`config.mk`:
```
export PLATFORM = sky130hd
export DESIGN_NAME = bit_serializer_flat
export DESIGN_NICKNAME = d
export VERILOG_FILES = /design/src/rtl/bit_serializer_if.sv /design/src/rtl/bit_serializer.sv /design/src/flat_wrapper.sv
export SDC_FILE = /design/constraint.sdc
export NUM_CORES = 1
export LEC_CHECK = 0
export CORE_MARGIN = 4
export CORE_UTILIZATION = 57
export DETAILED_ROUTE_END_ITERATION = 8
export PLACE_DENSITY_LB_ADDON = 0.3
export SYNTH_ARGS = -nofsm -noshare
export SYNTH_HDL_FRONTEND = slang
export SYNTH_SLANG_ARGS = --single-unit
```
`constraint.sdc`:
```
create_clock -name clk -period 3.7 [get_ports clk]
set_input_delay 0.74 -clock clk [delete_from_list [all_inputs] [get_ports clk]]
set_output_delay 0.74 -clock clk [all_outputs]
set_load 0.005 [all_outputs]
```
`src/rtl/bit_serializer_if.sv`:
```
// Load handshake and serial-output bundle for bit_serializer.
// master = word producer / serial consumer side, slave = the serializer itself.
interface bit_serializer_if #(
  parameter int unsigned WIDTH = 8
);
  logic [WIDTH-1:0] load_data;
  logic             load_valid;
  logic             load_ready;
  logic             ser_out;
  logic             ser_valid;
  logic             frame_done;

  modport master (
    output load_data,
    output load_valid,
    input  load_ready,
    input  ser_out,
    input  ser_valid,
    input  frame_done
  );

  modport slave (
    input  load_data,
    input  load_valid,
    output load_ready,
    output ser_out,
    output ser_valid,
    output frame_done
  );
endinterface

```
`src/rtl/bit_serializer.sv`:
```
// Parallel-to-serial front end: accepts a WIDTH-bit word over valid/ready and
// shifts it out one bit per clock. The line idles high between frames, with an
// optional GAP of idle-high cycles after each frame. All outputs are registered.
module bit_serializer #(
  parameter int unsigned WIDTH     = 8,
  parameter bit          MSB_FIRST = 1'b1,
  parameter int unsigned GAP       = 2
) (
  input logic             clk,
  input logic             rst,
  bit_serializer_if.slave bus
);

  localparam int unsigned CntW      = $clog2(WIDTH);
  localparam logic [CntW-1:0] LastCnt   = CntW'(WIDTH - 1);
  localparam logic [CntW-1:0] PenultCnt = CntW'(WIDTH - 2);
  // Unreachable when GAP == 0; kept in range so the compare stays well-formed.
  localparam logic [3:0] GapLast = (GAP == 0) ? 4'd0 : 4'(GAP - 1);

  typedef enum logic [1:0] {StIdle, StShift, StGap} state_e;

  state_e          state_q, state_d;
  logic [WIDTH-1:0] shreg_q, shreg_d;
  logic [CntW-1:0] bit_cnt_q, bit_cnt_d;
  logic [3:0]      gap_cnt_q, gap_cnt_d;
  logic            ser_out_q, ser_out_d;
  logic            ser_valid_q, ser_valid_d;
  logic            frame_done_q, frame_done_d;
  logic            load_ready_q, load_ready_d;
  logic            accept;

  // Bit that leaves the word first, given the configured bit order.
  function automatic logic out_bit(input logic [WIDTH-1:0] w);
    return MSB_FIRST ? w[WIDTH-1] : w[0];
  endfunction

  // Shift toward the output end; vacated positions fill with 1 (idle level).
  function automatic logic [WIDTH-1:0] shift_word(input logic [WIDTH-1:0] w);
    return MSB_FIRST ? {w[WIDTH-2:0], 1'b1} : {1'b1, w[WIDTH-1:1]};
  endfunction

  assign accept = bus.load_valid & load_ready_q;

  // State and registered outputs; reset leaves the line idle high and ready.
  always_ff @(posedge clk or negedge rst) begin
    if (!rst) begin
      state_q      <= StIdle;
      shreg_q      <= '0;
      bit_cnt_q    <= '0;
      gap_cnt_q    <= '0;
      ser_out_q    <= 1'b1;
      ser_valid_q  <= 1'b0;
      frame_done_q <= 1'b0;
      load_ready_q <= 1'b1;
    end else begin
      state_q      <= state_d;
      shreg_q      <= shreg_d;
      bit_cnt_q    <= bit_cnt_d;
      gap_cnt_q    <= gap_cnt_d;
      ser_out_q    <= ser_out_d;
      ser_valid_q  <= ser_valid_d;
      frame_done_q <= frame_done_d;
      load_ready_q <= load_ready_d;
    end
  end

  // Next-state and next-output logic; outputs default to the idle-high line.
  always_comb begin
    state_d      = state_q;
    shreg_d      = shreg_q;
    bit_cnt_d    = bit_cnt_q;
    gap_cnt_d    = gap_cnt_q;
    ser_out_d    = 1'b1;
    ser_valid_d  = 1'b0;
    frame_done_d = 1'b0;
    load_ready_d = load_ready_q;

    unique case (state_q)
      StIdle: begin
        load_ready_d = 1'b1;
        if (accept) begin
          state_d      = StShift;
          ser_out_d    = out_bit(bus.load_data);
          shreg_d      = shift_word(bus.load_data);
          ser_valid_d  = 1'b1;
          bit_cnt_d    = '0;
          load_ready_d = 1'b0;
        end
      end

      StShift: begin
        if (bit_cnt_q == LastCnt) begin
          if (GAP > 0) begin
            state_d      = StGap;
            gap_cnt_d    = '0;
            load_ready_d = 1'b0;
          end else if (accept) begin
            // Back-to-back: first bit of the next word follows immediately.
            ser_out_d    = out_bit(bus.load_data);
            shreg_d      = shift_word(bus.load_data);
            ser_valid_d  = 1'b1;
            bit_cnt_d    = '0;
            load_ready_d = 1'b0;
          end else begin
            state_d      = StIdle;
            load_ready_d = 1'b1;
          end
        end else begin
          ser_out_d    = out_bit(shreg_q);
          shreg_d      = shift_word(shreg_q);
          ser_valid_d  = 1'b1;
          bit_cnt_d    = bit_cnt_q + 1'b1;
          frame_done_d = (bit_cnt_q == PenultCnt);
          // With no gap, a new word may be taken during the last-bit cycle.
          load_ready_d = (bit_cnt_q == PenultCnt) && (GAP == 0);
        end
      end

      StGap: begin
        load_ready_d = 1'b0;
        if (gap_cnt_q == GapLast) begin
          state_d      = StIdle;
          gap_cnt_d    = '0;
          load_ready_d = 1'b1;
        end else begin
          gap_cnt_d = gap_cnt_q + 1'b1;
        end
      end

      default: begin
        state_d      = StIdle;
        load_ready_d = 1'b1;
      end
    endcase
  end

  assign bus.ser_out    = ser_out_q;
  assign bus.ser_valid  = ser_valid_q;
  assign bus.frame_done = frame_done_q;
  assign bus.load_ready = load_ready_q;

endmodule
```
`src/flat_wrapper.sv`:
```
// flat-port wrapper written by rule: the top's interface ports become plain ports
module bit_serializer_flat 
#(
  parameter int unsigned WIDTH     = 8,
  parameter bit          MSB_FIRST = 1'b1,
  parameter int unsigned GAP       = 2
)
  (clk, rst, bus_load_data, bus_load_valid, bus_load_ready, bus_ser_out, bus_ser_valid, bus_frame_done);
  bit_serializer_if #(.WIDTH(WIDTH)) bus_i ();
  input logic clk;
  input logic rst;
  input wire logic [$bits(bus_i.load_data)-1:0] bus_load_data;
  input wire logic [$bits(bus_i.load_valid)-1:0] bus_load_valid;
  output wire logic [$bits(bus_i.load_ready)-1:0] bus_load_ready;
  output wire logic [$bits(bus_i.ser_out)-1:0] bus_ser_out;
  output wire logic [$bits(bus_i.ser_valid)-1:0] bus_ser_valid;
  output wire logic [$bits(bus_i.frame_done)-1:0] bus_frame_done;
  assign bus_i.load_data = bus_load_data;
  assign bus_i.load_valid = bus_load_valid;
  assign bus_load_ready = bus_i.load_ready;
  assign bus_ser_out = bus_i.ser_out;
  assign bus_ser_valid = bus_i.ser_valid;
  assign bus_frame_done = bus_i.frame_done;
  bit_serializer #(.WIDTH(WIDTH), .MSB_FIRST(MSB_FIRST), .GAP(GAP)) u_core (.clk(clk), .rst(rst), .bus(bus_i));
endmodule
```
==> metrics.cfg <==
[routing]
drc=0
first_iter_violations=11
drt_first_pass_iters=4
ant_nets=0
via_per_inst=5.25
num_vias=646
routed_wl_mm=1.61
wire_per_inst_um=13.1

[setup_path]
cp_slowest_cell=o31ai_4
cp-startpoint=bus_load_valid
worst_ep_arrival_time_ps=2330
cp-end-kind=register
critical_path.endpoint=u_core.shreg_q[2]
cp_max_fo=11
path_class=in2reg
worst_r2r_path_depth=3
r2r-start=u_core.state_q[0]
reg2reg_to=u_core.shreg_q[2]
required_ps=3890
r2r_slack_ps=1710
worst_setup_path_start_kind=input port
critPathMaxStageDelay_ps=590
cp_cell_sequence=clkdlybuf4s50_1, nand2_1, o31ai_4, mux2_2

[synth]
yosysWarnings=0
synth.avg_cell_area_sq_um=13.1
syn_nets=101
synthesis.area_sq_um=1100
synth_cells=84
synth-seq-cells=21
ys_types=29
synth_seq_area_share=0.480

[global_routing]
grt_overflow=0
grt_pass1_wl_mm=2.93
antenna_found_initial=0
grt_start_max_net_pins=22
grtUsageTotal=0.145
grt_pass1_vias=661

[placement]
place_area_sq_um=1220
hpwl_mm=1.17
dp.cells=119
io_buffers=14
gp_congestion=0.738

[floorplanning]
dieArea_sq_um=2700
die_w_um=51.9
initial_core_util=0.617
rows=15
die_y_um=51.9
core_area_sq_um=1780
io-pin-count=15

[sta]
period_share=0.580
fin_skew_ps=3.66
relSlewSlack=0.405
setup_viol=0
worst_pin_slew_ps=889
period_needed_ps=2150
hold_violations=0
slew_violations=0
fmax_mhz=466
rsz0062_at_grt=false
hold_ws_ps=482
setup_tns_ps=0

[finish]
diodes=0
final_common_cell=dfrtp_1
drive_gt1_frac=0.235
post-route-util=0.698
fill_cells=139
syn_to_final_growth_pct=13.1
multi_input_area_sq_um=503
num-nets-final=116
finalInstanceArea_sq_um=1240
layout_common_cells=19 x dfrtp_1, 14 x clkdlybuf4s50_1, 9 x mux2_2
seq_area_sq_um=528
fin_cells=123

[clock_network]
clk-insertion-delay-late_ps=290
root_buffer=clkbuf_4
cts_buffers=3
cts_tree=done
post_cts_resized=0
clk_pin_slew_ps=110
hold_buffers=0
post_cts_buffers=0
clockBufferDepth=2
cts_sinks=21
htreeDepth=1

[min_path]
hold_class=reg2reg
hold_path_depth=1

[pwr]
p_per_area_nw_per_um2=751
power_leakage_nw=0.545
vdd_ir_drop_max_mv=0.408

[outcome]
status=complete, no violations

[flow_run]
cap_viol_max_count=0

==> synthesized netlist by cell type (all sizes together) <==
cell     instances  area, sq um
o22ai            1         6.26
inv              4         15.0
xor2             1         8.76
nor4b            1         8.76
nor2             3         11.3
nand2b           2         12.5
a221o            1         10.0
buf              4         53.8
o31ai            1         21.3
or2              1         6.26
o2bb2ai          2         17.5
o21ai            1         5.00
nand2            3         11.3
mux2i            2         20.0
o21a             1         7.51
mux2            15          191
nor3             1         5.00
a21oi            2         10.0
nor3b            2         15.0
dfstp            2         52.6
o21bai           1         7.51
dfrtp           19          475
or3b             1         11.3
nand3b           1         7.51
nand3            3         15.0
nor2b            3         18.8
ha               6         75.1
==> layout make-up <==
type	instances	area share
multi-input cells	55	0.404
inverters	4	0.0121
well taps	25	0.0252
flip-flops and latches	21	0.425
repair buffers	14	0.113
clock buffers	4	0.0211
==> registers in the layout, indices dropped and copies added, names as in the netlist <==
| register | cells |
|---|---|
| u_core.bus.ser_valid | 1 |
| u_core.state_q | 2 |
| u_core.shreg_q | 8 |
| u_core.gap_cnt_q | 4 |
| u_core.bus.load_ready | 1 |
| u_core.bit_cnt_q | 3 |
| u_core.bus.ser_out | 1 |
| u_core.bus.frame_done | 1 |
==> routing by layer <==
| metal | wire (um) | GRT usage | vias up | part of all wire |
|---|---|---|---|---|
| li1 | - | - | 320 | - |
| met1 | 780 | 0.199 | 308 | 0.48 |
| met2 | 738 | 0.234 | 16 | 0.46 |
| met3 | 77 | 0.0258 | 2 | 0.048 |
| met4 | 12 | 0.0393 | 0 | 0.0075 |
| met5 | 0 | 0 | - | 0 |
==> worst min-delay path by stage <==
stage	from	slack (ps)	to
floorplan	u_core.shreg_q[0]	430	u_core.shreg_q[0]
global placement	u_core.shreg_q[0]	450	u_core.shreg_q[0]
detailed placement	u_core.shreg_q[0]	460	u_core.shreg_q[0]
CTS	u_core.shreg_q[0]	480	u_core.shreg_q[0]
global route	u_core.shreg_q[0]	510	u_core.shreg_q[0]
finish	u_core.shreg_q[0]	480	u_core.shreg_q[0]
==> power breakdown <==
part           internal [mW]  switching (mW)
combinational          0.267           0.163
sequential             0.325          0.0746
clock                 0.0419          0.0627
==> stage by stage <==
stage	setup WS, ps	power, mW
6_report	1550	0.935
5_1_grt	1510	1.02
4_1_cts	1550	0.943
3_5_place_dp	1250	0.835
3_3_place_gp	1260	0.815
2_1_floorplan	1840	0.784
==> critical path, delay by kind of cell <==
family / cells / cell delay (ps)
simple gates: 1 / 120
compound gates: 1 / 590
buf+inv: 1 / 480
mux: 1 / 410
==> cells by family after synthesis <==
group	synth area share
AO/OA/AOI/OAI	0.0774
XOR/XNOR	0.00797
adder cells (fa/ha/maj)	0.0683
buffers and inverters	0.0626
flip-flops	0.480
multiplexers	0.192
AND/OR/NAND/NOR	0.111
No activity file was read; power rests on OpenSTA's default activity.
